`config.mk`:
```
export PLATFORM = sky130hd
export DESIGN_NAME = next_pc_unit_flat
export DESIGN_NICKNAME = d
export VERILOG_FILES = /design/src/rtl/next_pc_unit_if.sv /design/src/rtl/next_pc_unit.sv /design/src/flat_wrapper.sv
export SDC_FILE = /design/constraint.sdc
export NUM_CORES = 1
export LEC_CHECK = 0
export ABC_AREA = 1
export CORE_UTILIZATION = 35
export DETAILED_ROUTE_END_ITERATION = 10
export PLACE_DENSITY = 0.75
export SLEW_MARGIN = 25
export SYNTH_ARGS = -nofsm -noshare
export SYNTH_HDL_FRONTEND = slang
export SYNTH_SLANG_ARGS = --single-unit
```
`constraint.sdc`:
```
create_clock -name clk -period 3.5 [get_ports clk]
set_input_delay 0.7 -clock clk [delete_from_list [all_inputs] [get_ports clk]]
set_output_delay 0.7 -clock clk [all_outputs]
set_load 0.02 [all_outputs]
```
`src/rtl/next_pc_unit_if.sv`:
```
// Fetch-stage next-PC bundle: redirect sources in, PC-register and IF/ID controls out.
interface next_pc_unit_if;
  logic [31:0] pc_current;
  logic        pc_enable;
  logic        br_taken;
  logic [31:0] br_pc_plus4;
  logic [15:0] br_imm;
  logic        jump;
  logic [25:0] jump_index;
  logic        jr;
  logic [31:0] jr_target;
  logic [31:0] next_pc;
  logic [31:0] pc_plus4;
  logic        flush_if;
  logic        redirect_pending;
  logic        align_error;

  modport master (
    output pc_current, pc_enable, br_taken, br_pc_plus4, br_imm,
           jump, jump_index, jr, jr_target,
    input  next_pc, pc_plus4, flush_if, redirect_pending, align_error
  );

  modport slave (
    input  pc_current, pc_enable, br_taken, br_pc_plus4, br_imm,
           jump, jump_index, jr, jr_target,
    output next_pc, pc_plus4, flush_if, redirect_pending, align_error
  );
endinterface

```
`src/rtl/next_pc_unit.sv`:
```
// Next-PC selection with a one-entry latch that holds redirects resolved while the PC is stalled.
module next_pc_unit #(
  parameter logic [31:0] RESET_VECTOR = 32'h0000_0000,
  parameter logic [31:0] INCREMENT    = 32'd4
) (
  input  logic          clk,
  input  logic          reset,
  next_pc_unit_if.slave bus
);

  typedef enum logic {IDLE, PENDING} state_e;

  state_e      state_q, state_d;
  logic [31:0] pending_target_q, pending_target_d;

  logic        new_redirect;
  logic [31:0] br_target;
  logic [31:0] jump_target;
  logic [31:0] raw_target;
  logic [31:0] new_target;

  // Candidate targets and the jr > jump > branch winner
  always_comb begin
    br_target    = bus.br_pc_plus4 + {{14{bus.br_imm[15]}}, bus.br_imm, 2'b00};
    jump_target  = {bus.br_pc_plus4[31:28], bus.jump_index, 2'b00};
    new_redirect = bus.jr | bus.jump | bus.br_taken;
    if (bus.jr)
      raw_target = bus.jr_target;
    else if (bus.jump)
      raw_target = jump_target;
    else
      raw_target = br_target;
    new_target = {raw_target[31:2], 2'b00};
  end

  always_comb begin
    bus.pc_plus4         = bus.pc_current + INCREMENT;
    bus.next_pc          = bus.pc_plus4;
    bus.flush_if         = 1'b0;
    bus.align_error      = 1'b0;
    bus.redirect_pending = (state_q == PENDING);
    if (reset) begin
      bus.next_pc = RESET_VECTOR;
    end else if (new_redirect) begin
      bus.next_pc     = new_target;
      bus.flush_if    = 1'b1;
      bus.align_error = (raw_target[1:0] != 2'b00);
    end else if (state_q == PENDING) begin
      bus.next_pc  = pending_target_q;
      bus.flush_if = 1'b1;
    end
  end

  // A stalled redirect is captured (newest wins); any enabled edge consumes it
  always_comb begin
    state_d          = state_q;
    pending_target_d = pending_target_q;
    if (bus.pc_enable) begin
      state_d = IDLE;
    end else if (new_redirect) begin
      state_d          = PENDING;
      pending_target_d = new_target;
    end
  end

  always_ff @(posedge clk or posedge reset) begin
    if (reset) begin
      state_q          <= IDLE;
      pending_target_q <= 32'h0;
    end else begin
      state_q          <= state_d;
      pending_target_q <= pending_target_d;
    end
  end

endmodule

```
`src/flat_wrapper.sv`:
```
// flat-port wrapper written by rule: the top's interface ports become plain ports
module next_pc_unit_flat 
#(
  parameter logic [31:0] RESET_VECTOR = 32'h0000_0000,
  parameter logic [31:0] INCREMENT    = 32'd4
)
  (clk, reset, bus_pc_current, bus_pc_enable, bus_br_taken, bus_br_pc_plus4, bus_br_imm, bus_jump, bus_jump_index, bus_jr, bus_jr_target, bus_next_pc, bus_pc_plus4, bus_flush_if, bus_redirect_pending, bus_align_error);
  next_pc_unit_if bus_i ();
  input  logic clk;
  input  logic reset;
  input wire logic [$bits(bus_i.pc_current)-1:0] bus_pc_current;
  input wire logic [$bits(bus_i.pc_enable)-1:0] bus_pc_enable;
  input wire logic [$bits(bus_i.br_taken)-1:0] bus_br_taken;
  input wire logic [$bits(bus_i.br_pc_plus4)-1:0] bus_br_pc_plus4;
  input wire logic [$bits(bus_i.br_imm)-1:0] bus_br_imm;
  input wire logic [$bits(bus_i.jump)-1:0] bus_jump;
  input wire logic [$bits(bus_i.jump_index)-1:0] bus_jump_index;
  input wire logic [$bits(bus_i.jr)-1:0] bus_jr;
  input wire logic [$bits(bus_i.jr_target)-1:0] bus_jr_target;
  output wire logic [$bits(bus_i.next_pc)-1:0] bus_next_pc;
  output wire logic [$bits(bus_i.pc_plus4)-1:0] bus_pc_plus4;
  output wire logic [$bits(bus_i.flush_if)-1:0] bus_flush_if;
  output wire logic [$bits(bus_i.redirect_pending)-1:0] bus_redirect_pending;
  output wire logic [$bits(bus_i.align_error)-1:0] bus_align_error;
  assign bus_i.pc_current = bus_pc_current;
  assign bus_i.pc_enable = bus_pc_enable;
  assign bus_i.br_taken = bus_br_taken;
  assign bus_i.br_pc_plus4 = bus_br_pc_plus4;
  assign bus_i.br_imm = bus_br_imm;
  assign bus_i.jump = bus_jump;
  assign bus_i.jump_index = bus_jump_index;
  assign bus_i.jr = bus_jr;
  assign bus_i.jr_target = bus_jr_target;
  assign bus_next_pc = bus_i.next_pc;
  assign bus_pc_plus4 = bus_i.pc_plus4;
  assign bus_flush_if = bus_i.flush_if;
  assign bus_redirect_pending = bus_i.redirect_pending;
  assign bus_align_error = bus_i.align_error;
  next_pc_unit #(.RESET_VECTOR(RESET_VECTOR), .INCREMENT(INCREMENT)) u_core (.clk(clk), .reset(reset), .bus(bus_i));
endmodule
```
# Yosys cells after proc, flatten, opt, wreduce, memory -nomap -nowiden
# Index checks and enable logic that the tools add are counted.
[op_classes]
add_sub_neg = 2
n_reduce_logical = 3
mux = 12
bitwise_logic = 3
[ops]
columns = ["operator", "count"]
rows = [
  ["2-to-1 mux 32 bit", 5],
  ["adder 32 x 3 -> 32 bit, second input constant", 1],
  ["adder 32 bit", 1],
  ["2-to-1 mux 1 bit", 7],
  ["nonzero test 2 bit", 2],
  ["OR 1 bit", 2],
  ["AND reduction 2 bit", 1],
  ["inverter 1 bit", 1],
]
[totals]
reg_bits = 31
in_bits = 144
output_inout_bits = 67

# Longest topological paths before layout
# Gate-level depths: netlist (run 1).
[depth]
depth_word = 6
mapped_depth = 15

# Least setup slack after synthesis (run 1)
# Ideal clock, no wire load.
[synth_path]
path_kind = "in2out"
start = "in bus_br_imm[0]"
end = "out bus_next_pc[22]"
arrival_time_ns = 2.441
required_ns = 2.800
path_slack_ns = 0.359
stages = 14
path_buffers = 0
cell_sequence = "ha_1 > inv_1 > fa_1 > inv_1 > nand3_1 > nand3_1 > nand2_1 > nand3_1 > nand2_1 > nand3_1 > nand3_1 > nand2_1 > o21ai_0 > a21oi_1"
[synth_between]
elab_chain_cells = 5
[synth_lines]
columns = ["element", "line", "rtl"]
rows = [
  ["from (decl)", "flat_wrapper.sv:15", "input wire logic [$bits(bus_i.br_imm)-1:0] bus_br_imm;"],
  ["adder 32 bit", "next_pc_unit.sv:24", "br_target = bus.br_pc_plus4 + {{14{bus.br_imm[15]}}, bus.br_imm, 2'b00};"],
  ["2-to-1 mux 32 bit", "next_pc_unit.sv:29", "else if (bus.jump)"],
  ["2-to-1 mux 32 bit", "next_pc_unit.sv:27", "if (bus.jr)"],
  ["2-to-1 mux 32 bit", "next_pc_unit.sv:44", "end else if (new_redirect) begin"],
  ["2-to-1 mux 32 bit", "next_pc_unit.sv:42", "if (reset) begin"],
  ["to (decl)", "flat_wrapper.sv:20", "output wire logic [$bits(bus_i.next_pc)-1:0] bus_next_pc;"],
]
# No other way between the ends.

# Worst setup path in the final report (run 1)
[layout_path]
start = "in bus_br_pc_plus4[25]"
end = "out bus_next_pc[30]"
[layout_between]
elab_chain_cells = 5
[layout_lines]
columns = ["element", "line", "rtl"]
rows = [
  ["from (decl)", "flat_wrapper.sv:14", "input wire logic [$bits(bus_i.br_pc_plus4)-1:0] bus_br_pc_plus4;"],
  ["adder 32 bit", "next_pc_unit.sv:24", ""],
  ["2-to-1 mux 32 bit", "next_pc_unit.sv:29", ""],
  ["2-to-1 mux 32 bit", "next_pc_unit.sv:27", ""],
  ["2-to-1 mux 32 bit", "next_pc_unit.sv:44", ""],
  ["2-to-1 mux 32 bit", "next_pc_unit.sv:42", ""],
]
# No other way between the ends.

==> metrics.cfg, run 1 <==
[yosys]
synth.distinct_cells = 46
async_reset_ff_share_pct = 100
yosysTopAreaCell = nand2_1
synthMuxAreaShare_pct = 0.176
synth_most_common_cell = nand2_1
synth_top_flop_cell = dfrtp_1
synth_compound_gate_area_share_pct = 15.6
ys.warnings.count = 0
syn_inst = 1060
syn_area_sq_um = 5690
synth_top_family_by_area = simple AND/OR/NAND/NOR gates
synth_simple_gate_area_share_pct = 46.1
synth_edf_count = 0
synth_commonest_cells = 404 x nand2_1, 167 x inv_1, 75 x nor2_1
synth_area_leaders = nand2_1 27%, dfrtp_1 14%, inv_1 11%, ha_1 6.6%, a21oi_1 5.9%
synth_nets = 1235
ys_seq_area_share_pct = 13.6
synthDominantCellAreaShare_pct = 26.7
synth-seq-cells = 31
synthAdderAreaFrac_pct = 6.95
syn_area_per_cell_sq_um = 5.37
synth-xor-area-share_pct = 3.52

[routing]
finalWirelength_mm = 25.5
routedWlPerCell_um = 15.3
post_drt_via_cell_ratio = 4.97
vias = 8301
final_antenna_net_count = 0
firstDrtPassIters = 5
route.detailed.drc = 0
drt_iter0_drc = 519

[layout]
seqCellArea_sq_um = 776
final_core_util_pct = 66.6
drive_gt1_share_pct = 32.0
area_growth_pct = 85.9
fill_cells = 1439
antenna_cells = 0
multi_input_area_sq_um = 5050
num-nets-final = 1627
fin_area_sq_um = 10600

[placed_design]
io_buffers = 210
hpwl_mm = 20.1
gp_congestion = 1.00
placed_area_sq_um = 9340

[pwr]
leakage_nw = 5.61
power_per_cell_area_nw_per_um2 = 220
peakVddDrop_uv = 160

[die]
die-area_sq_um = 16800
pin_count = 211
die_w_um = 129
initial_core_util_pct = 35.8
num_rows = 46
coreArea_sq_um = 15900
die_y_um = 129

[clock_tree]
max-clock-path-buffers = 2
clk_latency_ps = 280
cts_max_level = 2
cts_root_buffer = clkbuf_16
cts_tree = built
cts_buffers = 5
hold_buffers = 0
cts_sinks = 31
clk_pin_slew_ps = 60

[global_route]
grt_pass1_wl_mm = 38.1
grt_use_total_pct = 29.0
grt_pass1_vias = 7784
antenna_found_initial = 0
grt_max_degree = 35
grt_overflow = 0

[critical_path]
crit_path_frequent_cell = nand2_2
required_ps = 2800
end_kind = output pin
path_cells = clkdlybuf4s50_1 > ha_4 > nand2_4 > nor2_4 > buf_4 > nand2_2 > inv_1 > a21oi_2 > buf_4 > nand3_2 > nand3_1 > nand2_2 > nand2_2 > a21oi_2 > buf_6
crit_fanout = 4
cpMaxStageDelayCell = clkdlybuf4s50_1
path_class = in -> out
max_stage_delay_ps = 450
critPathLaunchType = primary input
crit_arrival_ps = 2780
critical-path-top-delay-family = buffers and inverters
crit_buf_inv = 5

[sta]
fin_skew_ps = 0
setup_viol = 0
hold_slack_ps = 485
slew-limit-headroom_pct = 44.7
rsz0062_at_grt = true
finalMaxSlewViolations = 0
fmax_mhz = 287
tightest_slew_ps = 827
fin_crit_sh_pct = 99.5
layout_min_cycle_time_ps = 3480
hold_viol_final = 0

[job]
cap_violations = 0

[worst_hold_path]
holdCritPathClass = reg -> reg

[run_status]
outcome = finished, final reports clean

## metrics by stage
stage               setup TNS, ps  instances  total power, mW  setup WS (ps)
CTS                          -103       1662             2.22          -92.5
floorplan                       0       1060             1.04            359
detailed placement         -20920       1641             1.69           -870
finish                          0       1669             2.33           17.4
global placement           -20870       1641             1.67           -903
global route                 -619       1669             2.47          -84.0
## registers in the layout, indices dropped and copies added (netlist names)
| register | count |
|---|---|
| u_core.bus.redirect_pending | 1 |
| u_core.pending_target_q | 30 |
## tightest hold or removal path, cell delays in order, from the launching register on
cell     delay, ps
dfrtp_1        340
nand2_1         50
o21ai_0         60
## where the power goes
| part | internal, mW | total, mW | switching, mW | leakage, nW |
|---|---|---|---|---|
| clock network | 0.262 | 0.429 | 0.167 | 0.0658 |
| logic | 0.699 | 1.47 | 0.769 | 5.16 |
| registers | 0.409 | 0.435 | 0.0265 | 0.377 |
| total | 1.37 | 2.33 | 0.962 | 5.61 |
## final timing paths
kind / cells after the start / slack [ps] / start / end
min: 2 / 480 / u_core.pending_target_q[20]$_DFFE_PP0P_ / u_core.pending_target_q[20]$_DFFE_PP0P_
min in group asynchronous: 3 / 1100 / reset / u_core.pending_target_q[3]$_DFFE_PP0P_
max in group asynchronous: 4 / 2050 / reset / u_core.pending_target_q[5]$_DFFE_PP0P_
max: 15 / 20 / bus_br_pc_plus4[25] / bus_next_pc[30]
max reg2reg: 5 / 2040 / u_core.bus.redirect_pending$_DFFE_PP0P_ / u_core.bus.redirect_pending$_DFFE_PP0P_
min reg2reg: 2 / 480 / u_core.pending_target_q[20]$_DFFE_PP0P_ / u_core.pending_target_q[20]$_DFFE_PP0P_
## area by class of cell
cell class | count | area share, %
Inverter | 173 | 6.14
Tap cell | 216 | 2.56
Multi-Input combinational cell | 825 | 47.8
Clock inverter | 3 | 0.189
Timing Repair Buffer | 416 | 34.8
Sequential cell | 31 | 7.33
Clock buffer | 5 | 1.18
## what timing repair did
action                     4_1_cts  5_1_grt
gates cloned                     1        0
setup buffers                   12        7
hold endpoints to repair         0        0
pin swaps                       39       55
setup endpoints to repair       58       44
gates resized for setup        300      140
## metal layers
| metal | vias to the layer above | track usage [%] | share of wire [%] |
|---|---|---|---|
| li1 | 4130 | - | - |
| met1 | 3758 | 36.2 | 42 |
| met2 | 349 | 51.3 | 49 |
| met3 | 64 | 2.52 | 6.0 |
| met4 | 0 | 12.0 | 3.4 |
| met5 | - | 0 | 0 |
## cells by family after synthesis
group           count (synthesis)
simple gates                  610
buf+inv                       204
compound gates                161
fa+ha+maj                      31
flops                          31
xor+xnor                       22
mux                             1
## placed cells by master (no fill, tap or decap), drive strengths merged, types with 2 or more instances in the layout
cell type / count
nor4: 4
buf: 228
dfrtp: 31
a21o: 3
clkbuf: 11
nand2: 406
or2: 13
clkinv: 3
xnor2: 11
a32o: 2
a21oi: 69
nand4: 15
xor2: 11
nand3: 69
nand3b: 2
inv: 171
clkinvlp: 2
dlygate4sd2: 48
nor3: 15
dlymetal6s2s: 25
o22ai: 8
clkdlybuf4s15: 6
o211ai: 11
o21bai: 3
clkdlybuf4s50: 102
ha: 30
nor3b: 3
o21ai: 62
nor2: 82
(Power assumes the default switching activity.)
==> run 2, diff against run 1 <==
CORE_UTILIZATION = 46   (was 35)
PLACE_DENSITY = 0.92   (was 0.75)
==> run 2 against run 1 <==
Effect of this change:
- the flow now finishes with violations (negative setup slack)
- sequential cell count is the same
- via count increased by 12%
- worst hold slack lost 1.2 ps
- cell count fell by 6.3%
- global-route usage grew 9.7 points
- clock skew stayed put
- sequential share of layout area increased by 0.30 points
- critical path depth fell by 7
- routed wire length rose by 13%
- sequential power about the same
- register-to-register slack about the same
- final area decreased by 4.0%
- critical path type unchanged
- critical endpoint is now bus_pc_plus4[18]
- largest power group unchanged
==> metrics.cfg, run 2 (synthesis gave the netlist of run 1 again) <==
[routing]
route.detailed.drc = 0  ; unchanged
post_drt_via_cell_ratio = 5.94  ; +19%
final_antenna_net_count = 0  ; unchanged
finalWirelength_mm = 28.8  ; +13%
vias = 9292  ; +12%
firstDrtPassIters = 9  ; +4
drt_iter0_drc = 1110  ; +110%
routedWlPerCell_um = 18.4  ; +20%

[layout]
final_core_util_pct = 84.6  ; +18 points
antenna_cells = 0  ; unchanged
num-nets-final = 1591  ; -2.2%
area_growth_pct = 78.6
drive_gt1_share_pct = 28.3  ; -3.7 points
largest_reg_flops = 30  ; unchanged
fin_area_sq_um = 10200  ; -4.0%
top_register = u_core.pending_target_q
final_common_cell = nand2_1
layout_common_cells = 359 x nand2_1, 172 x buf_4, 161 x inv_1

[critical_path]
crit_fanout = 3  ; -1
crit_arrival_ps = 3040  ; +260 ps
required_ps = 2800  ; about the same
critPathLaunchType = primary input
path_class = in -> out
end_kind = output pin

[die]
num_rows = 40  ; -13%
die_w_um = 113  ; -13%
coreArea_sq_um = 12000  ; -24%
die-area_sq_um = 12800  ; -24%
initial_core_util_pct = 47.4  ; +12 points
die_y_um = 113  ; -13%
pin_count = 211  ; unchanged

[sta]
fmax_mhz = 267  ; -7.0%
hold_viol_final = 0  ; unchanged
tightest_slew_ps = 742  ; -85.3 ps
fin_crit_sh_pct = 107  ; +7.4 points
finalMaxSlewViolations = 0  ; unchanged
setup_viol = 20  ; +20
rsz0062_at_grt = true
layout_min_cycle_time_ps = 3740  ; +261 ps
setup_ws_ps = -243  ; -261 ps
slew-limit-headroom_pct = 50.4  ; +5.7 points
fin_skew_ps = 0  ; unchanged

[placed_design]
io_buffers = 210  ; unchanged
placed_area_sq_um = 9040  ; -3.2%
gp_congestion = 1.07  ; +6.3%
dpl_worst_slack_ps = -735  ; +135 ps
hpwl_mm = 19.2  ; -4.4%

[clock_tree]
cts_buffers = 5  ; unchanged
max-clock-path-buffers = 2  ; unchanged
clk_latency_ps = 270  ; about the same
hold_buffers = 0  ; unchanged
clk_pin_slew_ps = 50  ; about the same
cts_tree = built
cts_sinks = 31  ; unchanged
cts_max_level = 2  ; unchanged
cts_root_buffer = clkbuf_16

[global_route]
antenna_found_initial = 0  ; unchanged
grt_overflow = 0  ; unchanged
grt_pass1_vias = 8317  ; +6.8%
grt_use_total_pct = 38.7  ; +9.7 points
grt_pass1_wl_mm = 39.5  ; +3.9%
grt_max_degree = 44  ; +26%

[job]
cap_violations = 0  ; unchanged

[run_status]
outcome = finished, violations left
violations = negative setup slack

[pwr]
leakage_nw = 5.48  ; -2.3%
peakVddDrop_uv = 179  ; +12%
power_per_cell_area_nw_per_um2 = 237  ; +7.3%

[worst_hold_path]
holdCritPathClass = reg -> reg

==> run 2: cell count changes in the layout (fill, tap and decap cells not counted), moves of 6 or more <==
cell and change:
nand2_2 -10, nand3_1 +7, buf_6 -8, nand2_1 +15, nand3_2 -8, buf_4 -28, a21oi_1 +6
==> run 2: power breakdown <==
part	internal, mW	switching [mW]	total, mW
logic	0.654	0.805	1.46
registers	0.409	0.0288	0.438
clock network	0.353	0.153	0.506
==> run 2: worst paths after layout <==
kind                       depth (start not counted)                               startpoint                                       to  slack [ps]
min reg2reg                                        2  u_core.pending_target_q[17]$_DFFE_PP0P_  u_core.pending_target_q[17]$_DFFE_PP0P_         480
min in group asynchronous                          3                                    reset  u_core.bus.redirect_pending$_DFFE_PP0P_        1020
max                                                8                        bus_pc_current[9]                         bus_pc_plus4[18]        -240
min                                                2  u_core.pending_target_q[17]$_DFFE_PP0P_  u_core.pending_target_q[17]$_DFFE_PP0P_         480
max in group asynchronous                          3                                    reset   u_core.pending_target_q[3]$_DFFE_PP0P_        2230
max reg2reg                                        6  u_core.bus.redirect_pending$_DFFE_PP0P_  u_core.bus.redirect_pending$_DFFE_PP0P_        2040
==> run 2: cell type report <==
type	count	area, sq um
clock buffer	6	139
clock inverter	2	35.0
fill	690	1850
inverter	173	649
multi-input combinational	825	4980
sequential	31	776
tap	147	184
timing repair buffer	380	3400
==> run 2: per-stage QoR <==
stage / std cells / hold WS, ps / setup TNS (ps) / power, mW
2_1_floorplan: 1060 / 448 / 0 / 1.04
3_3_place_gp: 1544 / 461 / -17930 / 1.62
3_5_place_dp: 1544 / 467 / -20830 / 1.65
4_1_cts: 1560 / 481 / -31.4 / 2.21
5_1_grt: 1564 / 512 / -2820 / 2.51
6_report: 1564 / 484 / -1940 / 2.40
==> run 2: worst max-delay path, stage by stage <==
cell	delay, ps
clkdlybuf4s50_1	580
inv_1	150
nor3_2	480
nand2_1	260
nor2_2	200
xor2_2	220
buf_4	140
dlygate4sd2_1	320
==> run 2: repair_timing <==
| item | in CTS | in global routing |
|---|---|---|
| pin swaps | 37 | 33 |
| buffers inserted | 7 | 4 |
| endpoints found under the setup margin | 54 | 44 |
| gates resized for setup | 247 | 156 |
| cloned | 1 | 0 |
==> run 2: per-layer routing <==
metal | track usage [%] | routed length (um)
met5 | 0 | 0
met4 | 24.8 | 2500
met3 | 5.09 | 3120
met2 | 68.3 | 13500
met1 | 44.0 | 9690
==> run 3, diff against run 2 <==
ABC_AREA = default   (was 1)
CORE_UTILIZATION = 44   (was 46)
PLACE_DENSITY = 0.91   (was 0.92)
REMOVE_ABC_BUFFERS = 1   (was default)
==> run 3 against run 2 <==
Effect of this change:
- the flow now stops in global routing
- synthesized area is 12% lower
- synthesized cell count shrank 34%
==> metrics.cfg, run 3 <==
[yosys]
synth_top_flop_cell = dfrtp_1
synth_commonest_cells = 79 x nand2_1, 59 x nor2_1, 54 x o21ai_0
ys.warnings.count = 0  ; unchanged
syn_area_sq_um = 5000  ; -12%
synth_most_common_cell = nand2_1
async_reset_ff_share_pct = 100  ; unchanged
syn_area_per_cell_sq_um = 7.12  ; +33%
synthDominantCellAreaShare_pct = 15.5  ; -11 points
synth-seq-cells = 31  ; unchanged
synth.distinct_cells = 71  ; +54%
syn_inst = 702  ; -34%
synth_edf_count = 0  ; unchanged
ys_seq_area_share_pct = 15.5  ; +1.9 points
yosysTopAreaCell = dfrtp_1
synth_area_leaders = dfrtp_1 16%, ha_1 7.5%, nand2_1 5.9%, xnor2_1 5.6%, o21ai_0 5.4%

[clock_tree]
cts_max_level = 2  ; unchanged
max-clock-path-buffers = 2  ; unchanged
hold_buffers = 0  ; unchanged
cts_sinks = 31  ; unchanged
cts_buffers = 5  ; unchanged
cts_root_buffer = clkbuf_16

[run_status]
firstError = [ERROR GRT-0232] Routing congestion too high. Check the congestion heatmap in the GUI.
lastStage = global routing
outcome = did not finish

[global_route]
grt_use_total_pct = 81.2
grt_overflow = 82
grt_max_degree = 38

[placed_design]
hpwl_mm = 17.9  ; -6.9%
io_buffers = 210  ; unchanged
gp_congestion = 0.994  ; -6.8%

[die]
pin_count = 211  ; unchanged
initial_core_util_pct = 45.7  ; -1.7 points
num_rows = 38  ; -5.0%
die_y_um = 109  ; -4.1%
die_w_um = 109  ; -4.1%

[sta]
crit_endpoint = bus_next_pc[30]
endpoint_type = output port

[run 3: cell count changes after synthesis, sizes merged, moves of 14 or more]
cell / delta
a211oi: +14
a21oi: -23
and3: +16
clkbuf: +20
inv: -155
mux2i: +14
nand2: -327
nand2b: +19
nand3: -37
nor2: -23
o21a: +14
xnor2: +21
[run 3: repair_timing]
| action | 4_1_cts |
|---|---|
| buffers inserted | 33 |
| pin swaps | 101 |
| endpoints found under the setup margin | 55 |
| gates resized for setup | 427 |
| gates cloned | 1 |
[run 3: through the flow]
step           setup slack [ps]  util [%]  hold slack [ps]  instance area [sq um]  std cells
2_1_floorplan              -638         -              435                   4790        655
3_3_place_gp              -1200      79.0              448                   8640       1210
3_5_place_dp              -1300      79.0              460                   8640       1210
4_1_cts                    -187      89.2              477                   9750       1251
[run 3: layer usage]
layer	GRT usage [%]	GRT overflow
met4	83.1	28
met3	69.6	1
met1	79.5	1
met5	29.9	0
met2	96.1	52
[run 3: cell families after synthesis]
group / Yosys count / share of synthesized area (%)
AND/OR/NAND/NOR: 273 / 26.4
AO/OA/AOI/OAI: 244 / 33.8
buffers and inverters: 63 / 5.38
XOR/XNOR: 42 / 7.36
adder cells (fa/ha/maj): 31 / 7.91
flip-flops: 31 / 15.5
multiplexers: 18 / 3.68
==> run 4, diff against run 3 <==
CORE_UTILIZATION = 35   (was 44)
PLACE_DENSITY = default   (was 0.91)
PLACE_DENSITY_LB_ADDON = 0.15   (was default)
==> run 4 against run 3 <==
Effect of this change:
- the flow now finishes, with violations (negative setup slack)
- synthesized area unchanged
- synthesized cell count unchanged
==> metrics.cfg, run 4 <==
[run_status]
outcome = finished, violations left
violations = negative setup slack

[pwr]
power_frac_comb_pct = 62.6
clkPwrFrac_pct = 20.0
p_total_mw = 2.55
p_sw_mw = 0.951
leakage_nw = 4.73
peakVddDrop_uv = 163
p_seq_share_pct = 17.4
switching_share_pct = 37.3
power_per_cell_area_nw_per_um2 = 241
p_int_mw = 1.60

[routing]
post_drt_via_cell_ratio = 5.61
routedWlPerCell_um = 19.4
vias = 7475
final_antenna_net_count = 0
firstDrtPassIters = 5
finalWirelength_mm = 25.8
route.detailed.drc = 0
drt_iter0_drc = 450

[yosys]
syn_area_per_cell_sq_um = 7.12  ; unchanged
ys.warnings.count = 0  ; unchanged
synth_edf_count = 0  ; unchanged
syn_inst = 702  ; unchanged
synth.distinct_cells = 71  ; unchanged
synth_area_leaders = dfrtp_1 16%, ha_1 7.5%, nand2_1 5.9%, xnor2_1 5.6%, o21ai_0 5.4%
synth_commonest_cells = 79 x nand2_1, 59 x nor2_1, 54 x o21ai_0
synth_most_common_cell = nand2_1
async_reset_ff_share_pct = 100  ; unchanged
yosysTopAreaCell = dfrtp_1
ys_seq_area_share_pct = 15.5  ; unchanged
synthDominantCellAreaShare_pct = 15.5  ; unchanged
synth-seq-cells = 31  ; unchanged
synth_top_flop_cell = dfrtp_1
syn_area_sq_um = 5000  ; unchanged

[clock_tree]
cts_tree = built
cts_max_level = 2  ; unchanged
clk_pin_slew_ps = 50
clk_latency_ps = 270
cts_root_buffer = clkbuf_16
max-clock-path-buffers = 2  ; unchanged
cts_buffers = 5  ; unchanged
cts_sinks = 31  ; unchanged

[sta]
hold_viol_final = 0
setup_viol = 24
finalMaxSlewViolations = 0
fin_skew_ps = 0
setup_ws_ps = -297
rsz0062_at_grt = true
layout_min_cycle_time_ps = 3800
fmax_mhz = 263
slew-limit-headroom_pct = 68.5
tightest_slew_ps = 460
hold_slack_ps = 472
fin_crit_sh_pct = 108

[placed_design]
io_buffers = 210  ; unchanged
hpwl_mm = 18.9  ; +5.5%
placed_area_sq_um = 9030  ; +4.6%
gp_congestion = 0.956  ; -3.8%

[critical_path]
critPathLaunchType = primary input
r2r_setup_slack_ps = 2250
crit_arrival_ps = 3100
required_ps = 2800
end_kind = output pin
path_class = in -> out
timing.rr.end = u_core.bus.redirect_pending$_DFFE_PP0P_
worstReg2RegStart = u_core.bus.redirect_pending$_DFFE_PP0P_
crit_fanout = 3
reg2reg_depth = 4

[global_route]
grt_use_total_pct = 32.6
antenna_found_initial = 1
grt_overflow = 0
grt_pass1_wl_mm = 37.5
grt_max_degree = 47
grt_pass1_vias = 7370

[layout]
largest_reg_flops = 30
layout_common_cells = 272 x buf_4, 107 x clkdlybuf4s50_1, 76 x nand2_1
drive_gt1_share_pct = 44.8
final_common_cell = buf_4
multi_input_area_sq_um = 5120
antenna_cells = 0
fin_area_sq_um = 10600
num-nets-final = 1327
seqCellArea_sq_um = 777
area_growth_pct = 112
top_register = u_core.pending_target_q
fill_cells = 1003
final_core_util_pct = 76.2

[worst_hold_path]
holdCritPathClass = reg -> reg
min-delay-start = u_core.pending_target_q[11]$_DFFE_PP0P_
hold_depth = 2
min_to = u_core.pending_target_q[11]$_DFFE_PP0P_

[die]
die_w_um = 121  ; +12%
num_rows = 43  ; +13%
coreArea_sq_um = 13900
die_y_um = 121  ; +12%
die-area_sq_um = 14800
initial_core_util_pct = 36.0  ; -9.7 points
pin_count = 211  ; unchanged

[job]
cap_violations = 0

==> run 4: cell counts after synthesis <==
No cell type changed its count.
==> run 4: worst max path at each step <==
stage,from,to,slack (ps)
after global routing,bus_br_imm[15],bus_next_pc[30],-420
after detailed placement,bus_br_imm[15],bus_next_pc[27],-1450
final,bus_br_imm[15],bus_next_pc[30],-300
after CTS,bus_br_pc_plus4[26],bus_next_pc[30],-280
after floorplan,bus_jr,bus_next_pc[15],-640
after global placement,bus_br_imm[15],bus_next_pc[27],-1320
==> run 4: layout make-up <==
class | instances | area share, %
clock buffer | 6 | 1.31
tap | 180 | 2.13
inverter | 16 | 0.568
sequential | 31 | 7.35
clock inverter | 2 | 0.331
multi-input combinational | 608 | 48.5
timing repair buffer | 490 | 39.8
==> run 4: through the flow <==
step / cells / setup WS (ps) / setup TNS, ps
CTS: 1322 / -277 / -1800
floorplan: 655 / -638 / -10060
finish: 1333 / -297 / -3270
detailed placement: 1288 / -1450 / -41120
global placement: 1288 / -1320 / -37600
global route: 1333 / -418 / -5010
==> run 4: power groups by stage <==
stage	combinational, mW	clock [mW]	sequential, mW
5_1_grt	1.69	0.530	0.450
4_1_cts	1.46	0.516	0.442
2_1_floorplan	0.565	0	0.443
3_3_place_gp	1.29	0	0.444
3_5_place_dp	1.31	0	0.448
6_report	1.60	0.509	0.443
==> run 4: what timing repair did <==
| item | in CTS | in global routing |
|---|---|---|
| resized for setup | 430 | 110 |
| hold buffers | 0 | 0 |
| setup buffers | 29 | 12 |
| setup endpoints to repair | 57 | 43 |
| pin swaps | 124 | 46 |
| cloned | 0 | 0 |
==> run 4: critical path, cell delays in order <==
cell and delay (ps):
buf_12 110, buf_4 150, ha_4 260, and4_1 200, buf_4 130, buf_4 120
nand3_1 100, or2_4 150, nor2_2 40, a221oi_2 260, buf_4 160, mux2i_1 190
o311a_1 270, o2bb2ai_2 130, buf_6 130
==> run 4: per-layer routing <==
metal	vias to the layer above	global-route usage [%]	wire length (um)
met5	-	0	0
met4	0	13.4	843
met3	69	3.62	1630
met2	338	54.7	12600
met1	3552	42.2	10800
li1	3516	-	-
==> run 4: cell families after synthesis <==
kind of cell,Yosys count,share of synthesized area [%]
DFF,31,15.5
AOI/OAI and AO/OA,244,33.8
buffers and inverters,63,5.38
muxes,18,3.68
xor gates and xnor gates,42,7.36
adders and majority gates,31,7.91
and+or+nand+nor,273,26.4
